===== src/rtl/bg_line_fetcher.sv =====
// bg_line_fetcher: walks the background map and tile data for one scanline and streams 2-bit colour indices
module bg_line_fetcher #(
  parameter int LINE_PIXELS = 160,
  parameter int ADDR_W = 13
) (
  input  logic              clk,
  input  logic              reset_n,
  input  logic              start,
  input  logic [7:0]        scx,
  input  logic [7:0]        scy,
  input  logic [7:0]        ly,
  input  logic              map_sel,
  input  logic              data_sel,
  output logic [ADDR_W-1:0] vram_addr,
  input  logic [7:0]        vram_rd_data,
  output logic [1:0]        pix_data,
  output logic              pix_valid,
  input  logic              pix_ready,
  output logic              busy,
  output logic              done
);
  typedef enum logic [2:0] {IDLE, RD_MAP, RD_LO, RD_HI, PUSH} stateT;
  stateT state, nextState;
  logic [7:0] scxR, yR, idxR, loSh, hiSh;
  logic mapSelR, dataSelR, first, doneR;
  logic [4:0] tileX, col;
  logic [8:0] pixCnt;
  logic [3:0] remaining;
  logic [2:0] fine;
  logic [ADDR_W-1:0] mapAddr, tileBase, loAddr, hiAddr;
  logic xfer, lastPix;
  assign xfer = (state == PUSH) && pix_ready;
  assign lastPix = pixCnt == 9'(LINE_PIXELS - 1);
  assign col = scxR[7:3] + tileX;
  assign mapAddr = (mapSelR ? ADDR_W'(32'h1C00) : ADDR_W'(32'h1800)) + ADDR_W'({yR[7:3], col});
  assign tileBase = dataSelR ? (ADDR_W'(idxR) << 4)
                             : ADDR_W'(32'h1000) + ({{(ADDR_W-8){idxR[7]}}, idxR} << 4);
  assign loAddr = tileBase + ADDR_W'({yR[2:0], 1'b0});
  assign hiAddr = loAddr + ADDR_W'(1);
  assign fine = first ? scxR[2:0] : 3'd0;
  assign busy = state != IDLE;
  assign done = doneR;
  // state register
  always_ff @(posedge clk or negedge reset_n)
    if (!reset_n) state <= IDLE;
    else state <= nextState;
  // next-state decode and VRAM/pixel outputs
  always_comb begin
    nextState = state;
    vram_addr = '0;
    pix_valid = 1'b0;
    pix_data = 2'd0;
    case (state)
      IDLE: nextState = start ? RD_MAP : IDLE;
      RD_MAP: begin
        vram_addr = mapAddr;
        nextState = RD_LO;
      end
      RD_LO: begin
        vram_addr = loAddr;
        nextState = RD_HI;
      end
      RD_HI: begin
        vram_addr = hiAddr;
        nextState = PUSH;
      end
      PUSH: begin
        pix_valid = 1'b1;
        pix_data = {hiSh[7], loSh[7]};
        if (pix_ready) nextState = lastPix ? IDLE : (remaining == 4'd1) ? RD_MAP : PUSH;
      end
      default: nextState = IDLE;
    endcase
  end
  // latched line parameters, fetched bytes, shifters and counters
  always_ff @(posedge clk or negedge reset_n)
    if (!reset_n) begin
      scxR <= '0;
      yR <= '0;
      idxR <= '0;
      loSh <= '0;
      hiSh <= '0;
      mapSelR <= 1'b0;
      dataSelR <= 1'b0;
      first <= 1'b0;
      doneR <= 1'b0;
      tileX <= '0;
      pixCnt <= '0;
      remaining <= '0;
    end else begin
      doneR <= xfer && lastPix;
      case (state)
        IDLE: if (start) begin
          scxR <= scx;
          yR <= scy + ly;
          mapSelR <= map_sel;
          dataSelR <= data_sel;
          tileX <= '0;
          pixCnt <= '0;
          first <= 1'b1;
        end
        RD_MAP: idxR <= vram_rd_data;
        RD_LO: loSh <= vram_rd_data;
        RD_HI: begin
          hiSh <= vram_rd_data << fine;
          loSh <= loSh << fine;
          remaining <= 4'd8 - {1'b0, fine};
          first <= 1'b0;
        end
        PUSH: if (pix_ready) begin
          hiSh <= hiSh << 1;
          loSh <= loSh << 1;
          pixCnt <= pixCnt + 9'd1;
          remaining <= remaining - 4'd1;
          if (remaining == 4'd1) tileX <= tileX + 5'd1;
        end
        default: ;
      endcase
    end
endmodule


===== config.mk =====
export PLATFORM = sky130hd
export DESIGN_NAME = bg_line_fetcher
export DESIGN_NICKNAME = d
export VERILOG_FILES = /design/src/rtl/bg_line_fetcher.sv
export SDC_FILE = /design/constraint.sdc
export NUM_CORES = 1
export LEC_CHECK = 0
export CORE_ASPECT_RATIO = 2
export CORE_MARGIN = 5
export CORE_UTILIZATION = 40
export DETAILED_ROUTE_END_ITERATION = 16
export SLEW_MARGIN = 15
export SYNTH_ARGS = -nofsm -noshare
export SYNTH_HDL_FRONTEND = slang
export SYNTH_SLANG_ARGS = --single-unit

===== constraint.sdc =====
create_clock -name clk -period 3.4 [get_ports clk]
set_input_delay 0.68 -clock clk [delete_from_list [all_inputs] [get_ports clk]]
set_output_delay 0.68 -clock clk [all_outputs]
set_load 0.05 [all_outputs]

-- Word-level counts from Yosys, hierarchy flattened
Index checks and enable logic that the tools add are counted.
- register bits after elaboration: 65
- bits in latches: 0
- RAM bits: 0
- ROM bits: 0
- bits of input ports: 38
- logic and storage cells: 74
- memories: 0
- add/subtract/negate cells: 10
- multipliers: 0
- div/mod/pow operators: 0
- $lt $le $gt $ge: 0
- equal/unequal tests: 9
- shifts and indexed selects: 2
- mux-type cells: 26
- bitwise gates (word level): 0
- reductions and logical operators: 14
- operators by type and width (cell ; count):
    $pmux W13 S3 ; 1
    $pmux W8 S3 ; 1
    $mux W9 ; 2
    $pmux W9 S2 ; 1
    $mux W8 ; 2
    $pmux W8 S2 ; 1
    $shl A8 B3 Y8 ; 2
    $mux W5 ; 3
    $pmux W3 S5 ; 1
    $add A12 B11 Y13 ; 1
    $add A13 B1 Y13 const B ; 1
    $add A13 B13 Y13 const A ; 1
    $add A13 B4 Y13 ; 1
    $mux W13 ; 1
    $mux W3 ; 4
    $mux W11 ; 1
    $pmux W5 S2 ; 1
    $add A9 B1 Y9 const B ; 1
    $eq A9 B8 Y1 const B ; 1
    $add A8 B8 Y8 ; 1
    $pmux W4 S2 ; 1
    $reduce_and A2 Y1 ; 4
    $eq A3 B2 Y1 const B ; 2
    $reduce_bool A2 Y1 ; 3
    other kinds (18) ; 23

-- Depth between registers and ports, before layout
- depth in word-level cells: 5
- gate-level depth with buffers: 8

-- Worst setup path before layout
Ideal clock, no wire load.
- path type: register -> output
- start: reg state[1]
- end: out pix_data[0]
- data arrival time: 2.141 ns
- data required time: 2.720 ns
- path slack: 0.579 ns
- cell stages (with the launch flop): 6
- buffers on the path: 2
- cells stage by stage: dfrtp_1 -> or3b_1 -> buf_6 -> inv_6 -> clkbuf_1 -> and2_1
- longest elaborated chain between the ends: 2
- ends and longest elaborated chain (item ; RTL line ; RTL):
    start: declaration ; 23 ; stateT state, nextState;
    start signal: assignment ; 46 ; else state <= nextState;
    $eq A3 B3 Y1 ; 53 ; case (state)
    $mux W2 ; 53 ;
    end: declaration ; 16 ; output logic [1:0] pix_data,
No other way between the ends.

-- Final worst setup path
- start: reg state[0]
- end: out vram_addr[0]
- longest elaborated chain between the ends: 2
- elaborated cells on any way between the ends: 4
- classes of those cells: eq/ne: 3; mux: 1
- ends and longest elaborated chain (item ; RTL line ; RTL):
    $eq A3 B2 Y1 or $eq A3 B1 Y1 (tied branches) ; 53 ;
    $pmux W13 S3 (*) ; 53 ;
    end: declaration ; 14 ; output logic [ADDR_W-1:0] vram_addr,
Every way passes the cells marked *; elsewhere a longest branch is shown, timed or not.

==> flow_metrics.py <==
metrics = {
    "drt": {
        "routed_wl_mm": 11.80,
        "viasPerCell": 5.793,
        "drc": 0,
        "final_antenna_net_count": 0,
        "dr.pass1.iters": 4,
        "wire_per_inst_um": 18.06,
        "drt_iter0_markers": 157,
        "vias": 3783,
    },
    "cells_and_area": {
        "final_cell_mix": "nand2_1, dfrtp_1, clkdlybuf4s50_1, a21oi_1, nor2_1",
        "drive_gt1_frac": 0.1143,
        "mostFrequentLayoutCell": "nand2_1",
        "design_area_mm2": 0.005180,
        "area_growth_pct": 22.81,
        "fin_cells": 653,
        "final_util": 0.4975,
        "fin_nets": 567,
        "antenna-diode-count": 0,
    },
    "timing": {
        "fin_skew_ps": 7.683,
        "fmax_ghz": 0.3256,
        "slew_headroom": 0.5453,
        "timing.hold.ws_ps": 328.2,
        "rsz0062_at_grt": "false",
        "setup_tns_ps": 0,
        "tightest_slew_ps": 681.4,
        "period_needed_ps": 3071,
        "hold_viol": 0,
        "fin_crit_sh": 0.9033,
        "setup_violations": 0,
        "drv_slew": 0,
    },
    "die": {
        "start_util": 0.4051,
        "die_w_um": 82.61,
        "die-area_mm2": 0.01282,
        "io_pins": 56,
        "core_area_mm2": 0.01041,
        "fp-row-count": 53,
        "die_y_um": 155.2,
    },
    "pwr": {
        "swShare": 0.4388,
        "p_comb_frac": 0.476,
        "p_leak_nw": 2.257,
        "ir_worst_vdd_v": 0.0006826,
        "intPower_mw": 2.649,
        "p_sw_mw": 2.072,
        "clockPowerShare": 0.215,
        "powerDensity_mw_per_mm2": 911.3,
        "p_seq_frac": 0.309,
    },
    "global_route": {
        "grt_antenna_before_repair": 0,
        "grt_pass1_vias": 3843,
        "track_usage": 0.1978,
        "overflow": 0,
        "grt_max_degree": 31,
        "grt_pass1_wl_mm": 19.34,
    },
    "critical_path": {
        "crit_type": "reg2out",
        "start_kind": "flip-flop",
        "setup.worst_path.start": "state[0]",
        "cp-end-kind": "output pin",
        "worstPathRequired_ps": 2720,
        "worstPathMaxFanout": 12,
        "arrival_ps": 2390,
        "r2r-start": "state[1]",
    },
    "synth": {
        "synth_cell_types": 65,
        "postSynthCellCount": 464,
        "synth_flop_cell": "dfrtp_1",
        "syn_area_mm2": 0.004218,
        "mappedNetlistNets": 520,
        "yosys_register_bits": 65,
        "ys_warn_count": 0,
        "synthArstFlopShare": 1.000,
        "synth_edf_count": 0,
        "ys_seq_area_frac": 0.3856,
        "avgSynthCellArea_um2": 9.090,
    },
    "clock_tree": {
        "postCtsSetupBuffers": 0,
        "cts_buffers": 9,
        "clk_pin_slew_ps": 60,
        "cts_hold_buf": 0,
        "clock-sinks": 65,
        "clock_latency_ps": 330,
        "h-tree-depth": 3,
        "clock_path_buffers": 2,
        "cts_tree": "yes",
        "cts_resized": 0,
        "cts_root_buf": "clkbuf_16",
    },
    "placed_design": {
        "io_buffers": 55,
        "placedCellCount": 637,
        "gp_congestion": 0.9041,
        "dp_hpwl_mm": 9.070,
        "place_area_mm2": 0.004851,
    },
    "hold_path": {
        "hold_path.class": "in2async",
    },
    "status": {
        "status": "completed",
    },
    "job": {
        "drv_cap": 0,
    },
}
[per-stage QoR]
step / total power, mW / setup WS (ps)
global route: 5.044 / 197.4
floorplan: 3.069 / 579.4
global placement: 3.691 / 661.3
CTS: 4.764 / 280.0
finish: 4.720 / 328.8
detailed placement: 3.724 / 599.1
[per-layer routing]
metal  part of all wire  track usage
met5                  0            0
met4              0.041      0.09431
met3              0.039      0.03534
met2               0.55       0.3618
met1               0.37       0.2089
[path summary, 6_finish.rpt]
kind,cells after the start,endpoint,slack (ps)
worst max-delay path,3,vram_addr[0],330
worst min-delay path,1,state[2],330
worst max register to register,5,hiSh[6],1120
worst min register to register,1,hiSh[0],480
max in group asynchronous,2,idxR[0],2350
min in group clk,1,hiSh[0],480
[power groups by stage]
stage          logic (mW)  clock network [mW]  registers (mW)
6_report             2.25                1.01            1.46
5_1_grt              2.47                1.07            1.51
4_1_cts              2.27                1.04            1.46
3_5_place_dp         2.25                   0            1.47
3_3_place_gp         2.24                   0            1.46
2_1_floorplan        1.81                   0            1.26
[kinds of logic (layout without fill, tap and decap cells)]
group           count (synthesis)  in the layout  share of synthesized area
flops                          65             65                     0.3856
simple gates                  173            173                     0.2035
compound gates                129            129                     0.2145
xor+xnor                       15             15                    0.03115
fa+ha+maj                      18             18                    0.05696
mux                            21             21                    0.06170
buf+inv                        43             95                    0.04657
[sequential cells by signal, summed over array words and instances (netlist names)]
name	cells
first	1
loSh	8
state	3
yR	8
tileX	5
mapSelR	1
hiSh	8
scxR	8
remaining	4
pixCnt	9
done	1
dataSelR	1
idxR	8
[cells in the mapped netlist, types with 6 or more instances]
cell type	count	area, um^2
inv_1	11	41.29
nand2_1	73	274.0
a21o_1	8	60.06
a22o_1	14	122.6
nand4_1	6	37.54
dfrtp_1	65	1627
mux2_2	10	112.6
o21ai_0	19	95.09
clkbuf_1	22	82.58
nand2b_1	7	43.79
ha_1	16	200.2
o31ai_1	6	45.04
xnor2_1	10	87.58
nand3_1	13	65.06
a21oi_1	30	150.1
nor2_1	28	105.1
mux2i_1	8	80.08
a211oi_1	6	45.04
[layout make-up]
| type | count | area, um^2 |
|---|---|---|
| clock buffers | 10 | 239.0 |
| clock inverters | 6 | 90.09 |
| fillers | 990 | 5231 |
| inverters | 13 | 53.80 |
| multi-input cells | 356 | 2404 |
| flip-flops and latches | 65 | 1627 |
| well taps | 137 | 171.4 |
| repair buffers | 66 | 595.6 |
[critical path, cell delays in order, from the launching register on]
cell	delay, ps
dfrtp_1	550
clkinv_1	340
nor3_1	320
clkdlybuf4s50_1	850
Power figures use the tool's default switching activity.
